===== src/rtl/enc_pkg.sv =====
`default_nettype none
// ============================================================================
// Module   : enc_pkg
// Brief    : Shared sizes, FSM state type and mode constants for the
//            4-to-2 event encoder.
// Revision : 1.0
// ============================================================================
package enc_pkg;

    localparam int NREQ   = 4;
    localparam int CODE_W = 2;

    localparam logic MODE_FIXED = 1'b0;
    localparam logic MODE_RR    = 1'b1;

    typedef enum logic [0:0] {
        IDLE    = 1'b0,
        PRESENT = 1'b1
    } state_t;

    function automatic logic [NREQ-1:0] onehot(input logic [CODE_W-1:0] idx);
        onehot = {{(NREQ-1){1'b0}}, 1'b1} << idx;
    endfunction

endpackage
`default_nettype wire


===== src/rtl/prio_pick_4.sv =====
`default_nettype none
// ============================================================================
// Module   : prio_pick_4
// Brief    : Combinational picker: highest set index (fixed) or first set
//            index searching upward from i_start modulo 4 (round-robin).
// Revision : 1.0
// ============================================================================
module prio_pick_4
    import enc_pkg::*;
(
    input  logic [NREQ-1:0]   i_mask,
    input  logic [CODE_W-1:0] i_start,
    input  logic              i_mode,
    output logic [CODE_W-1:0] o_idx,
    output logic              o_any
);

    logic [CODE_W-1:0] w_pos;

    always_comb begin
        o_idx = '0;
        o_any = |i_mask;
        w_pos = '0;
        if (i_mode == MODE_RR) begin
            // Walk the offsets farthest-first so the nearest hit is the last write.
            for (int k = NREQ-1; k >= 0; k--) begin
                w_pos = i_start + CODE_W'(k);
                if (i_mask[w_pos]) begin
                    o_idx = w_pos;
                end
            end
        end else begin
            for (int k = 0; k < NREQ; k++) begin
                if (i_mask[k]) begin
                    o_idx = CODE_W'(k);
                end
            end
        end
    end

endmodule
`default_nettype wire


===== src/rtl/event_encoder_4x2.sv =====
`default_nettype none
// ============================================================================
// Module   : event_encoder_4x2
// Brief    : Sticky 4-request capture, arbitration and 2-bit code emission
//            over a valid/ready handshake, with merged-request overflow pulse.
// Revision : 1.0
// ============================================================================
module event_encoder_4x2
    import enc_pkg::*;
#(
    parameter int RR_MODE = 0
) (
    input  logic              clk,
    input  logic              rst,
    input  logic [NREQ-1:0]   req,
    input  logic              ready_i,
    output logic [CODE_W-1:0] code_o,
    output logic              valid_o,
    output logic [NREQ-1:0]   pending_o,
    output logic              overflow_o
);

    localparam logic c_mode = (RR_MODE != 0) ? MODE_RR : MODE_FIXED;

    state_t            r_state;
    state_t            w_state_nxt;
    logic [CODE_W-1:0] r_code;
    logic [CODE_W-1:0] w_code_nxt;
    logic [CODE_W-1:0] r_ptr;
    logic [NREQ-1:0]   r_pending;
    logic              r_overflow;

    logic              w_hs;
    logic [NREQ-1:0]   w_clr;
    logic [NREQ-1:0]   w_eff;
    logic [CODE_W-1:0] w_start;
    logic              w_ovf;
    logic [CODE_W-1:0] w_pick_idx;
    logic              w_pick_any;

    always_comb begin
        w_hs  = (r_state == PRESENT) && ready_i;
        w_clr = w_hs ? onehot(r_code) : '0;
        // New requests OR in after the clear, so a same-edge re-request survives.
        w_eff = (r_pending & ~w_clr) | req;
        // The grant being consumed this edge already counts as the last one served.
        w_start = (w_hs ? r_code : r_ptr) + CODE_W'(1);
        w_ovf   = |(req & r_pending & ~w_clr);
    end

    prio_pick_4 u_pick (
        .i_mask  (w_eff),
        .i_start (w_start),
        .i_mode  (c_mode),
        .o_idx   (w_pick_idx),
        .o_any   (w_pick_any)
    );

    always_comb begin
        w_state_nxt = r_state;
        w_code_nxt  = r_code;
        case (r_state)
            IDLE: begin
                if (w_pick_any) begin
                    w_state_nxt = PRESENT;
                    w_code_nxt  = w_pick_idx;
                end
            end
            PRESENT: begin
                if (w_hs) begin
                    if (w_pick_any) begin
                        w_code_nxt = w_pick_idx;
                    end else begin
                        w_state_nxt = IDLE;
                    end
                end
            end
        endcase
    end

    always_ff @(posedge clk) begin
        if (rst) begin
            r_state    <= IDLE;
            r_code     <= '0;
            r_ptr      <= '1;
            r_pending  <= '0;
            r_overflow <= 1'b0;
        end else begin
            r_state    <= w_state_nxt;
            r_code     <= w_code_nxt;
            r_pending  <= w_eff;
            r_overflow <= w_ovf;
            if (w_hs) begin
                r_ptr <= r_code;
            end
        end
    end

    assign code_o     = r_code;
    assign valid_o    = (r_state == PRESENT);
    assign pending_o  = r_pending;
    assign overflow_o = r_overflow;

endmodule
`default_nettype wire


===== config.mk =====
export PLATFORM = sky130hd
export DESIGN_NAME = event_encoder_4x2
export DESIGN_NICKNAME = d
export VERILOG_FILES = /design/src/rtl/enc_pkg.sv /design/src/rtl/prio_pick_4.sv /design/src/rtl/event_encoder_4x2.sv
export SDC_FILE = /design/constraint.sdc
export NUM_CORES = 1
export LEC_CHECK = 0
export CAP_MARGIN = 20
export CORE_AREA = 2 2 39 41
export CTS_CLUSTER_SIZE = 14
export DETAILED_ROUTE_END_ITERATION = 8
export DIE_AREA = 0 0 41 43
export PLACE_DENSITY = 0.73
export SETUP_SLACK_MARGIN = 0.15
export SLEW_MARGIN = 20
export SYNTH_ARGS = -nofsm -noshare
export SYNTH_HDL_FRONTEND = slang
export SYNTH_HIERARCHICAL = 1
export SYNTH_SLANG_ARGS = --single-unit

===== constraint.sdc =====
create_clock -name clk -period 2.9 [get_ports clk]
set_clock_uncertainty 0.1 [all_clocks]
set_input_delay 0.29 -clock clk [delete_from_list [all_inputs] [get_ports clk]]
set_output_delay 0.29 -clock clk [all_outputs]
set_load 0.02 [all_outputs]

---- Yosys cells after proc, flatten, opt, wreduce, memory -nomap -nowiden ----
Index checks and enable logic that the tools add are counted.
word-level totals
  memories kept ........................... 0
  word-level logic and storage cells ...... 25
  register bits after elaboration ......... 8
  input bits .............................. 7
  output and inout port bits .............. 8
  RAM bits ................................ 0
  memory bits (read-only) ................. 0
  latch bits .............................. 0
operators by class
  div/mod/pow operators ................... 0
  muxes and demuxes ....................... 10
  bitwise operators ....................... 6
  reduce and logical (&&, ||, !) cells .... 3
  eq/ne operators ......................... 1
  order comparisons ....................... 0
  multiply operators ...................... 0
  shift operators ......................... 1
  add/sub/neg operators ................... 0
operators with widths
  cell                                                                number
  4-bit AND                                                           3
  2-bit 2-to-1 mux                                                    4
  4-bit OR reduction                                                  2
  4-bit 2-to-1 mux                                                    1
  4-bit inverter                                                      1
  4-bit bitwise OR                                                    1
  2-bit one-hot mux with 2 select lines                               1
  1-bit by 2-bit left shift with 4-bit output (first input constant)  1
  1-bit 2-to-1 mux                                                    3
  2-bit by 1-bit != test with 1-bit output (second input constant)    1
  1-bit one-hot mux with 2 select lines                               1
  1-bit logical AND                                                   1
  1-bit inverter                                                      1

---- Logic depth before layout (Yosys ltp) ----
Gate-level depths: netlist of the first run.
  depth in word-level cells ............... 11
  gate-level depth with buffers ........... 9
  gate-level depth less buffers ........... 9

---- Hierarchy ----
The synthesis of the first run kept the hierarchy.
by module, submodules not included
  module             instances  sequential area each (µm²)  cells an instance  area each (µm²)
  event_encoder_4x2  1          200.2                       46                 441.7
  prio_pick_4        1          0.0                         25                 147.6

---- Least setup slack after synthesis of the first run ----
Ideal clock, no wire load.
  kind .................................... flip-flop to flip-flop
  start point ............................. register r_state (netlist: valid_o)
  end point ............................... register r_code[0] (netlist: code_o[0])
  path buffers ............................ 0
  stages on the path, launching flop included .. 10
  slack ................................... 471 ps
  period minus slack after synthesis ...... 2429 ps
  setup time .............................. 131 ps
  arrival time ............................ 2198 ps
  data required time ...................... 2669 ps
  path through ............................ dfxtp_1 -> nand2_2 -> mux2i_4 -> xor2_1 -> nand2b_1 -> a21oi_1 -> a221oi_1 -> mux2_1 -> nand3_1 -> a21oi_1
on the way
  longest elaborated chain between the ends .. 11
  elaborated cells between the ends (all ways) .. 14
  those cells by class .................... eq/ne: 1; mux: 7; bitwise: 4; reduce/logical: 2
ends and longest elaborated chain
  item                                       RTL line                                          source
  start, declared                            event_encoder_4x2.sv:25                           state_t r_state;
  start signal, assigned                     event_encoder_4x2.sv:89                           r_state <= w_state_nxt;
  1-bit logical AND (*)                      event_encoder_4x2.sv:42                           w_hs = (r_state == PRESENT) && ready_i;
  4-bit 2-to-1 mux (*)                       event_encoder_4x2.sv:43                           w_clr = w_hs ? onehot(r_code) : '0;
  4-bit inverter (*)                         event_encoder_4x2.sv:45                           w_eff = (r_pending & ~w_clr) | req;
  4-bit AND (*)                              event_encoder_4x2.sv:45
  4-bit bitwise OR (*)                       event_encoder_4x2.sv:45
  1-bit 2-to-1 mux                           prio_pick_4.sv:34                                 if (i_mask[k]) begin
  2-bit 2-to-1 mux                           prio_pick_4.sv:34
  2-bit 2-to-1 mux (*)                       prio_pick_4.sv:34
  net w_pick_idx[0]                          event_encoder_4x2.sv:38                           logic [CODE_W-1:0] w_pick_idx;
  2-bit 2-to-1 mux (*)                       event_encoder_4x2.sv:64, event_encoder_4x2.sv:71
  2-bit 2-to-1 mux                           event_encoder_4x2.sv:70                           if (w_hs) begin
  2-bit one-hot mux with 2 select lines (*)  event_encoder_4x2.sv:62                           case (r_state)
  end signal, assigned                       event_encoder_4x2.sv:90                           r_code <= w_code_nxt;
  end, declared                              event_encoder_4x2.sv:27                           logic [CODE_W-1:0] r_code;
Mark *: on every way through the listed nets, which the timed path passes. The rest lies on a longest branch. The select of a mux whose other input is x is not followed.
A chain may end at the register's enable or synchronous reset.

---- Worst setup path in the final report of the first run ----
  start point ............................. input port ready_i
  end point ............................... register r_code[0] (netlist: code_o[0])
on the way
  longest elaborated chain between the ends .. 11
  elaborated cells between the ends (all ways) .. 13
  those cells by class .................... eq/ne: 1; mux: 7; bitwise: 3; reduce/logical: 2
ends and longest elaborated chain
  item                                       RTL line                                          source
  start, declared                            event_encoder_4x2.sv:16                           input logic ready_i,
  1-bit logical AND (*)                      event_encoder_4x2.sv:42
  4-bit 2-to-1 mux (*)                       event_encoder_4x2.sv:43
  4-bit inverter (*)                         event_encoder_4x2.sv:45
  4-bit AND (*)                              event_encoder_4x2.sv:45
  4-bit bitwise OR (*)                       event_encoder_4x2.sv:45
  1-bit 2-to-1 mux                           prio_pick_4.sv:34
  2-bit 2-to-1 mux                           prio_pick_4.sv:34
  2-bit 2-to-1 mux (*)                       prio_pick_4.sv:34
  net w_pick_idx[0]                          event_encoder_4x2.sv:38
  2-bit 2-to-1 mux (*)                       event_encoder_4x2.sv:64, event_encoder_4x2.sv:71
  2-bit 2-to-1 mux                           event_encoder_4x2.sv:70
  2-bit one-hot mux with 2 select lines (*)  event_encoder_4x2.sv:62
Marks and branches as above.

==> results of run 1 <==
[metal layers]
metal / up-vias / wire, µm / global-route usage [%]
met5: - / 0 / 0
met4: 0 / 44 / 16.0
met3: 4 / 90 / 7.85
met2: 17 / 552 / 23.8
met1: 243 / 554 / 22.0
li1: 299 / - / -
[cells in the mapped netlist (all sizes together)]
cell    count  share of area [%]
a21oi       7                5.9
mux2        1                1.9
nor2        5                3.2
dfxtp      10                 34
o311ai      1                1.5
nand2b      4                4.2
o32a        1                1.7
and2        1                1.1
nand3       3                2.5
a31oi       1                1.1
o31ai       1                1.3
a21o        3                3.8
nor2b       4                4.2
xor2        1                1.5
nand4b      2                3.0
a221oi      1                1.5
a32oi       1                1.5
and2b       1                1.3
nand4       1                1.1
nand2       4                3.0
a211oi      1                2.1
nand3b      1                1.3
inv         3                1.9
conb        1               0.64
buf         1               0.64
o21ai       6                5.1
or2b        2                2.5
mux2i       2                5.5
o22ai       1                1.1
[cell usage in the layout, fill, tap and decap left out, types with 2 or more instances in the layout]
cell type,instances
a21o_1,3
a21oi_1,7
buf_4,2
clkbuf_4,3
clkdlybuf4s50_1,14
conb_1,5
dfxtp_1,10
inv_1,3
nand2_1,3
nand2b_1,4
nand3_1,3
nand4b_1,2
nor2_1,5
nor2b_1,4
o21ai_0,5
or2b_1,2
[critical path: cells and delay by family]
kind | cells | cell delay (ns)
multiplexers | 2 | 0.75
AO/OA/AOI/OAI | 3 | 0.46
buffers and inverters | 1 | 0.43
AND/OR/NAND/NOR | 3 | 0.35
XOR/XNOR | 1 | 0.25
[state kept, by name (all words and copies together) (netlist names)]
| name | flops |
|---|---|
| valid_o | 1 |
| r_ptr | 2 |
| pending_o | 4 |
| code_o | 2 |
| overflow_o | 1 |
[power by group through the flow]
stage	sequential (mW)	clock (mW)	combinational, mW
after floorplan	0.177	0	0.0684
after global placement	0.166	0	0.126
after detailed placement	0.166	0	0.128
after CTS	0.163	0.0975	0.129
after global routing	0.165	0.106	0.142
final	0.163	0.0928	0.128
[per-stage QoR]
stage	utilization [%]	cells	area, µm²	total power [mW]	setup slack (ns)
2_1_floorplan	-	75	604	0.245	0.471
3_3_place_gp	56.1	106	776	0.292	0.169
3_5_place_dp	56.1	106	776	0.294	0.144
4_1_cts	57.7	109	798	0.389	0.429
5_1_grt	57.7	109	798	0.413	0.225
6_report	57.7	109	798	0.384	0.424
[final timing paths]
check	to	cells after the start	slack, ns
setup / recovery	code_o[0]$_SDFFE_PP0P_	10	0.42
setup reg to reg	code_o[0]$_SDFFE_PP0P_	9	0.48
hold / removal	overflow_o$_SDFF_PP0_	2	0.40
hold reg to reg	overflow_o$_SDFF_PP0_	2	0.40
[layout make-up]
cell class / instances / area [µm²]
well taps: 16 / 20.0
repair buffers: 16 / 155
multi-input cells: 61 / 389
fillers: 148 / 586
clock buffers: 3 / 22.5
flip-flops and latches: 10 / 200
inverters: 3 / 11.3
[cell families after synthesis]
group / share of synthesized area, %
buffers and inverters: 2.55
AO/OA/AOI/OAI: 26.5
other: 0.636
AND/OR/NAND/NOR: 27.4
multiplexers: 7.43
flip-flops: 34.0
XOR/XNOR: 1.49
==> flow_summary.json, run 1 <==
{
  "status": "complete, no violations",
  "diodes": 0,
  "worst_hold_slack_ns": 0.401,
  "route.detailed.drc": 0,
  "drv_slew": 0,
  "p_sw_share_pct": 31.6,
  "p_sw_uw": 121,
  "ioPinCount": 15,
  "clk-insertion-delay-late_ns": 0.27,
  "worst_ir_drop_vdd_mv": 0.304,
  "grt_pass1_vias": 467,
  "wl_um": 1240,
  "hold_buffers": 0,
  "grt_start_max_net_pins": 11,
  "core_um2": 1380,
  "crit_start": "ready_i",
  "initial_core_util_pct": 42.6,
  "nets": 102,
  "min-delay-start": "pending_o[1]$_SDFF_PP0_",
  "post-route-period-util_pct": 85.4,
  "syn_inst": 71,
  "drt_iter0_markers": 15,
  "root_buffer": "clkbuf_4",
  "grt-ovfl-total": 0,
  "crit_chain": "clkdlybuf4s50_1 > nand2_2 > mux2i_4 > xor2_1 > nand2b_1 > a21oi_1 > a221oi_1 > mux2_1 > nand3_1 > a21oi_1",
  "vias": 563,
  "intPower_uw": 263,
  "synth_area_um2": 589,
  "hpwl_um": 952,
  "combPwrFrac_pct": 33.3,
  "synth_cell_type_count": 32,
  "critPathKind": "input pin to flip-flop",
  "antenna_found_initial": 0,
  "die_w_um": 41,
  "drive_gt1_share_pct": 8.60,
  "critPathLaunchType": "input pin",
  "power_frac_clock_pct": 24.2,
  "worstPathMaxFanout": 9,
  "fmax_mhz": 404,
  "clock-sinks": 10,
  "clk_path_buf_depth": 2,
  "gp_congestion": 0.798,
  "hold_path_class": "flip-flop to flip-flop",
  "r2r_start": "valid_o$_SDFF_PP0_",
  "hold_viol_final": 0,
  "cp_slowest_stage_delay_ns": 0.43,
  "power_frac_seq_pct": 42.6,
  "ant_nets": 0,
  "cap_violations": 0,
  "synth_area_per_cell_um2": 8.30,
  "yosysWarnings": 6,
  "h-tree-depth": 1,
  "port_buffers": 14,
  "fp.dieH_um": 43,
  "finalSetupViolCount": 0,
  "post-cts-setup-buffer-count": 0,
  "first_pass_iters": 4,
  "grt_pass1_wl_um": 2040,
  "synth_seq_cells": 10,
  "cts_made_buffers": 3,
  "tns_ns": 0,
  "critPathArrivalTime_ns": 2.52,
  "critPathRequiredTime_ns": 2.95,
  "power.leakage_nw": 0.331,
  "power_density_nw_per_um2": 481,
  "cts_tree": "built",
  "rsz0062_at_grt": "false",
  "wire_per_inst_um": 11.4,
  "row_count": 14,
  "grt_usage_pct": 18.4,
  "crit_path_end_kind": "flip-flop",
  "via_per_inst": 5.17,
  "die_area_um2": 1760,
  "yosysSeqAreaShare_pct": 34.0,
  "period_minus_slack_ns": 2.48,
  "cts-resized-gates": 0,
  "area_delta_synth_final_pct": 35.5,
  "slowest_stage": "clkdlybuf4s50_1",
  "cts.clk_slew.worst_paths_ns": 0.06,
  "cp_common_cell": "a21oi_1"
}
Note: power is estimated with default switching activity, not from simulation.
==> run 2, diff against run 1 <==
--- a/config.mk
+++ b/config.mk
@@ -10,7 +10,7 @@
 export CTS_CLUSTER_SIZE = 14
 export DETAILED_ROUTE_END_ITERATION = 8
 export DIE_AREA = 0 0 41 43
-export PLACE_DENSITY = 0.73
+export PLACE_DENSITY = 0.79
 export SETUP_SLACK_MARGIN = 0.15
 export SLEW_MARGIN = 20
 export SYNTH_ARGS = -nofsm -noshare
==> flow_summary.json, run 2 (synthesized netlist as in run 1, its figures left out) <==
{
  "diodes": 0,
  "dp_slack_ns": 0.264,
  "cts-resized-gates": 0,
  "initial_core_util_pct": 42.6,
  "die_area_um2": 1760,
  "seq_area_um2": 200,
  "drv_slew": 0,
  "period_minus_slack_ns": 2.39,
  "post-route-period-util_pct": 82.4,
  "post-place-cells": 107,
  "critPathLaunchType": "input pin",
  "post_dp_cell_area_um2": 783,
  "critPathRequiredTime_ns": 2.95,
  "row_count": 14,
  "hold_path_class": "flip-flop to flip-flop",
  "post-cts-setup-buffer-count": 0,
  "clock-sinks": 10,
  "ant_nets": 0,
  "cts.clk_slew.worst_paths_ns": 0.07,
  "final_cells": 111,
  "worst_hold_slack_ns": 0.403,
  "via_per_inst": 5.35,
  "ioPinCount": 15,
  "port_buffers": 14,
  "rsz0062_at_grt": "false",
  "power_density_nw_per_um2": 515,
  "fmax_mhz": 419,
  "hold_buffers": 0,
  "fin_area_um2": 820,
  "vias": 594,
  "first_pass_iters": 4,
  "hpwl_um": 922,
  "wl_um": 1280,
  "p_total_uw": 422,
  "hold_viol_final": 0,
  "crit_path_end_kind": "flip-flop",
  "critPathArrivalTime_ns": 2.43,
  "worst_ir_drop_vdd_mv": 0.280,
  "worstPathMaxFanout": 4,
  "power.leakage_nw": 0.343,
  "largest_reg_flops": 4,
  "cap_violations": 0,
  "wire_per_inst_um": 11.5,
  "status": "complete, no violations",
  "grt_start_max_net_pins": 11,
  "fill_cells": 130,
  "clk_path_buf_depth": 2,
  "nets": 103,
  "route.detailed.drc": 0,
  "drive_gt1_share_pct": 10.5,
  "cts_made_buffers": 3,
  "die_w_um": 41,
  "area_delta_synth_final_pct": 39.1,
  "final_cell_mix": "clkdlybuf4s50_1 (14), dfxtp_1 (10), a21oi_1 (7)",
  "tns_ns": 0,
  "finalSetupViolCount": 0,
  "cts_tree": "built",
  "core_um2": 1380,
  "grt_pass1_wl_um": 2050,
  "grt_pass1_vias": 534,
  "root_buffer": "clkbuf_4",
  "h-tree-depth": 1,
  "drt_iter0_markers": 8,
  "grt_usage_pct": 17.2,
  "critPathKind": "input pin to flip-flop",
  "antenna_found_initial": 0,
  "multiInputGateArea_um2": 389,
  "final_common_cell": "clkdlybuf4s50_1",
  "clk-insertion-delay-late_ns": 0.26,
  "gp_congestion": 0.820,
  "grt-ovfl-total": 0,
  "layout_setup_ws_ns": 0.511,
  "postLayoutCoreUtil_pct": 59.2,
  "fp.dieH_um": 43
}
[run 2: final cells by class]
| class | instances | area share [%] |
|---|---|---|
| repair buffers | 17 | 19.8 |
| well taps | 16 | 2.44 |
| inverters | 3 | 1.37 |
| flip-flops and latches | 10 | 24.4 |
| clock buffers | 4 | 4.43 |
| multi-input cells | 61 | 47.5 |
[run 2: final timing paths]
| path | startpoint | end | slack, ns | depth (start not counted) |
|---|---|---|---|---|
| hold reg to reg | r_ptr[1]$_SDFF_PP1_ | r_ptr[1]$_SDFF_PP1_ | 0.40 | 2 |
| hold / removal | r_ptr[1]$_SDFF_PP1_ | r_ptr[1]$_SDFF_PP1_ | 0.40 | 2 |
| setup / recovery | ready_i | code_o[0]$_SDFFE_PP0P_ | 0.51 | 10 |
| setup reg to reg | valid_o$_SDFF_PP0_ | code_o[0]$_SDFFE_PP0P_ | 0.53 | 9 |
[run 2: critical path, stage by stage]
cell and delay (ns):
clkdlybuf4s50_1 0.43, nand2_2 0.16, mux2i_1 0.28, xor2_1 0.24
nand2b_1 0.14, a21oi_1 0.06, a221oi_1 0.33, mux2_1 0.37
nand3_1 0.08, a21oi_1 0.06
[run 2: layer usage]
metal  up-vias  GRT usage, %  wire, µm
met5         -             0         0
met4         0          6.00         0
met3         0          4.71        55
met2        15          27.8       650
met1       277          20.8       573
li1        302             -         -
[run 2: power breakdown]
| part | total, mW | switching (mW) | internal [mW] |
|---|---|---|---|
| logic | 0.131 | 0.0641 | 0.0670 |
| registers | 0.164 | 0.0140 | 0.150 |
| clock network | 0.127 | 0.0508 | 0.0762 |
==> run 3, diff against run 2 <==
==> constraint.sdc (replaced) <==
create_clock -name clk -period 2.44 [get_ports clk]
set_clock_uncertainty 0.1 [all_clocks]
set_input_delay 0.244 -clock clk [delete_from_list [all_inputs] [get_ports clk]]
set_output_delay 0.244 -clock clk [all_outputs]
set_load 0.02 [all_outputs]
==> flow_summary.json, run 3 (synthesized netlist as in run 1, its figures left out) <==
{
  "row_count": 14,
  "hold_path_class": "flip-flop to flip-flop",
  "fmax_mhz": 449,
  "worst_ir_drop_vdd_mv": 0.238,
  "power_frac_seq_pct": 37.6,
  "post-cts-setup-buffer-count": 0,
  "critPathArrivalTime_ns": 2.26,
  "cts.clk_slew.worst_paths_ns": 0.07,
  "initial_core_util_pct": 42.6,
  "core_um2": 1380,
  "drt_iter0_markers": 8,
  "cts_tree": "built",
  "ant_nets": 0,
  "critPathKind": "input pin to flip-flop",
  "die_area_um2": 1760,
  "worstPathMaxFanout": 3,
  "drive_gt1_share_pct": 22.0,
  "final_cell_mix": "clkdlybuf4s50_1 (14), dfxtp_1 (9), buf_4 (8), a21oi_1 (6)",
  "p_sw_share_pct": 31.1,
  "status": "complete, no violations",
  "postLayoutCoreUtil_pct": 65.8,
  "min-delay-start": "pending_o[1]$_SDFF_PP0_",
  "power.leakage_nw": 0.379,
  "cts_made_buffers": 3,
  "period_minus_slack_ns": 2.23,
  "power_density_nw_per_um2": 584,
  "die_w_um": 41,
  "grt_pass1_wl_um": 2260,
  "combPwrFrac_pct": 34.6,
  "fp.dieH_um": 43,
  "intPower_uw": 367,
  "crit_path_end_kind": "flip-flop",
  "clk_path_buf_depth": 2,
  "port_buffers": 14,
  "ff2ff_path_depth": 9,
  "grt-ovfl-total": 0,
  "post-place-cells": 112,
  "rsz0062_at_grt": "false",
  "min_to": "overflow_o$_SDFF_PP0_",
  "clk-insertion-delay-late_ns": 0.26,
  "tns_ns": 0,
  "grt_usage_pct": 19.4,
  "diodes": 0,
  "vias": 605,
  "drv_slew": 0,
  "r2r_start": "valid_o$_SDFF_PP0_",
  "hold_buffers": 0,
  "crit_chain": "clkdlybuf4s50_1 > nand2_4 > mux2i_4 > xor2_2 > or2b_1 > a211oi_2 > a221oi_2 > mux2_4 > nand3_1 > a21oi_1",
  "antenna_found_initial": 0,
  "hold_viol_final": 0,
  "r2r_end": "code_o[0]$_SDFFE_PP0P_",
  "cap_violations": 0,
  "critPathLaunchType": "input pin",
  "fin_area_um2": 911,
  "slowest_stage": "clkdlybuf4s50_1",
  "grt_pass1_vias": 532,
  "area_delta_synth_final_pct": 54.6,
  "critPathRequiredTime_ns": 2.48,
  "p_sw_uw": 166,
  "via_per_inst": 5.22,
  "grt_start_max_net_pins": 11,
  "post-route-period-util_pct": 91.2,
  "power_frac_clock_pct": 27.8,
  "wire_per_inst_um": 12.3,
  "final_common_cell": "clkdlybuf4s50_1",
  "hpwl_um": 1070,
  "first_pass_iters": 4,
  "root_buffer": "clkbuf_4",
  "r2r_slack_ns": 0.32,
  "final_cells": 116,
  "clock-sinks": 10,
  "ioPinCount": 15,
  "cp_top_family": "buffers and inverters",
  "route.detailed.drc": 0,
  "post_dp_cell_area_um2": 830,
  "cp_slowest_stage_delay_ns": 0.53,
  "largest_reg_flops": 4,
  "finalSetupViolCount": 0,
  "crit_buf_inv": 1,
  "gp_congestion": 0.798,
  "nets": 108,
  "h-tree-depth": 1,
  "whs_path_depth": 2,
  "wl_um": 1430
}
==> run 3: worst max-delay path by stage <==
stage	start	slack [ns]	cells past startpoint	endpoint
2_1_floorplan	valid_o$_SDFF_PP0_	0.19	9	code_o[0]$_SDFFE_PP0P_
3_3_place_gp	ready_i	-0.17	10	code_o[0]$_SDFFE_PP0P_
3_5_place_dp	ready_i	-0.18	10	code_o[0]$_SDFFE_PP0P_
4_1_cts	ready_i	0.17	10	code_o[0]$_SDFFE_PP0P_
5_1_grt	ready_i	0.15	10	code_o[0]$_SDFFE_PP0P_
6_report	ready_i	0.21	10	code_o[0]$_SDFFE_PP0P_
==> run 3: per-layer routing <==
| metal | global-route usage (%) | vias up | share of wire, % |
|---|---|---|---|
| met1 | 23.5 | 276 | 44 |
| met5 | 0 | - | 0 |
| li1 | - | 312 | - |
| met4 | 10.0 | 0 | 0.98 |
| met2 | 30.0 | 15 | 51 |
| met3 | 4.71 | 2 | 4.3 |
==> run 3: final cells by class <==
cell class / instances / area, µm²
clock buffer: 4 / 36.3
fill: 127 / 473
inverter: 3 / 11.3
multi-input combinational: 61 / 442
sequential: 10 / 201
tap: 16 / 20.0
timing repair buffer: 22 / 200
==> run 3: power groups by stage <==
stage          logic (mW)  clock network [mW]  registers [mW]
3_5_place_dp        0.167                   0           0.199
3_3_place_gp        0.164                   0           0.198
4_1_cts             0.173               0.155           0.198
5_1_grt             0.201               0.167           0.202
6_report            0.184               0.148           0.200
2_1_floorplan      0.0840                   0           0.211
==> run 3: timing repair <==
item                                   CTS  global route
pin swaps                                1             3
setup endpoints to repair                1             1
gates resized for setup                  4             4
endpoints found under the hold margin    0             0
==> run 3: worst reg2reg max path, cell delays in order, from the launching register on <==
cell and delay (ns):
dfxtp_2 0.40, nand2_4 0.10, mux2i_4 0.21, xor2_2 0.21, or2b_1 0.25, a211oi_2 0.24, a221oi_2 0.06, mux2_4 0.30
nand3_1 0.07, a21oi_1 0.06
==> run 3: through the flow <==
step / power, mW / hold WS, ns / worst slack, ns
detailed placement: 0.366 / 0.403 / -0.176
global placement: 0.362 / 0.399 / -0.165
floorplan: 0.295 / 0.294 / 0.194
global route: 0.569 / 0.431 / 0.153
CTS: 0.525 / 0.413 / 0.167
finish: 0.532 / 0.409 / 0.215
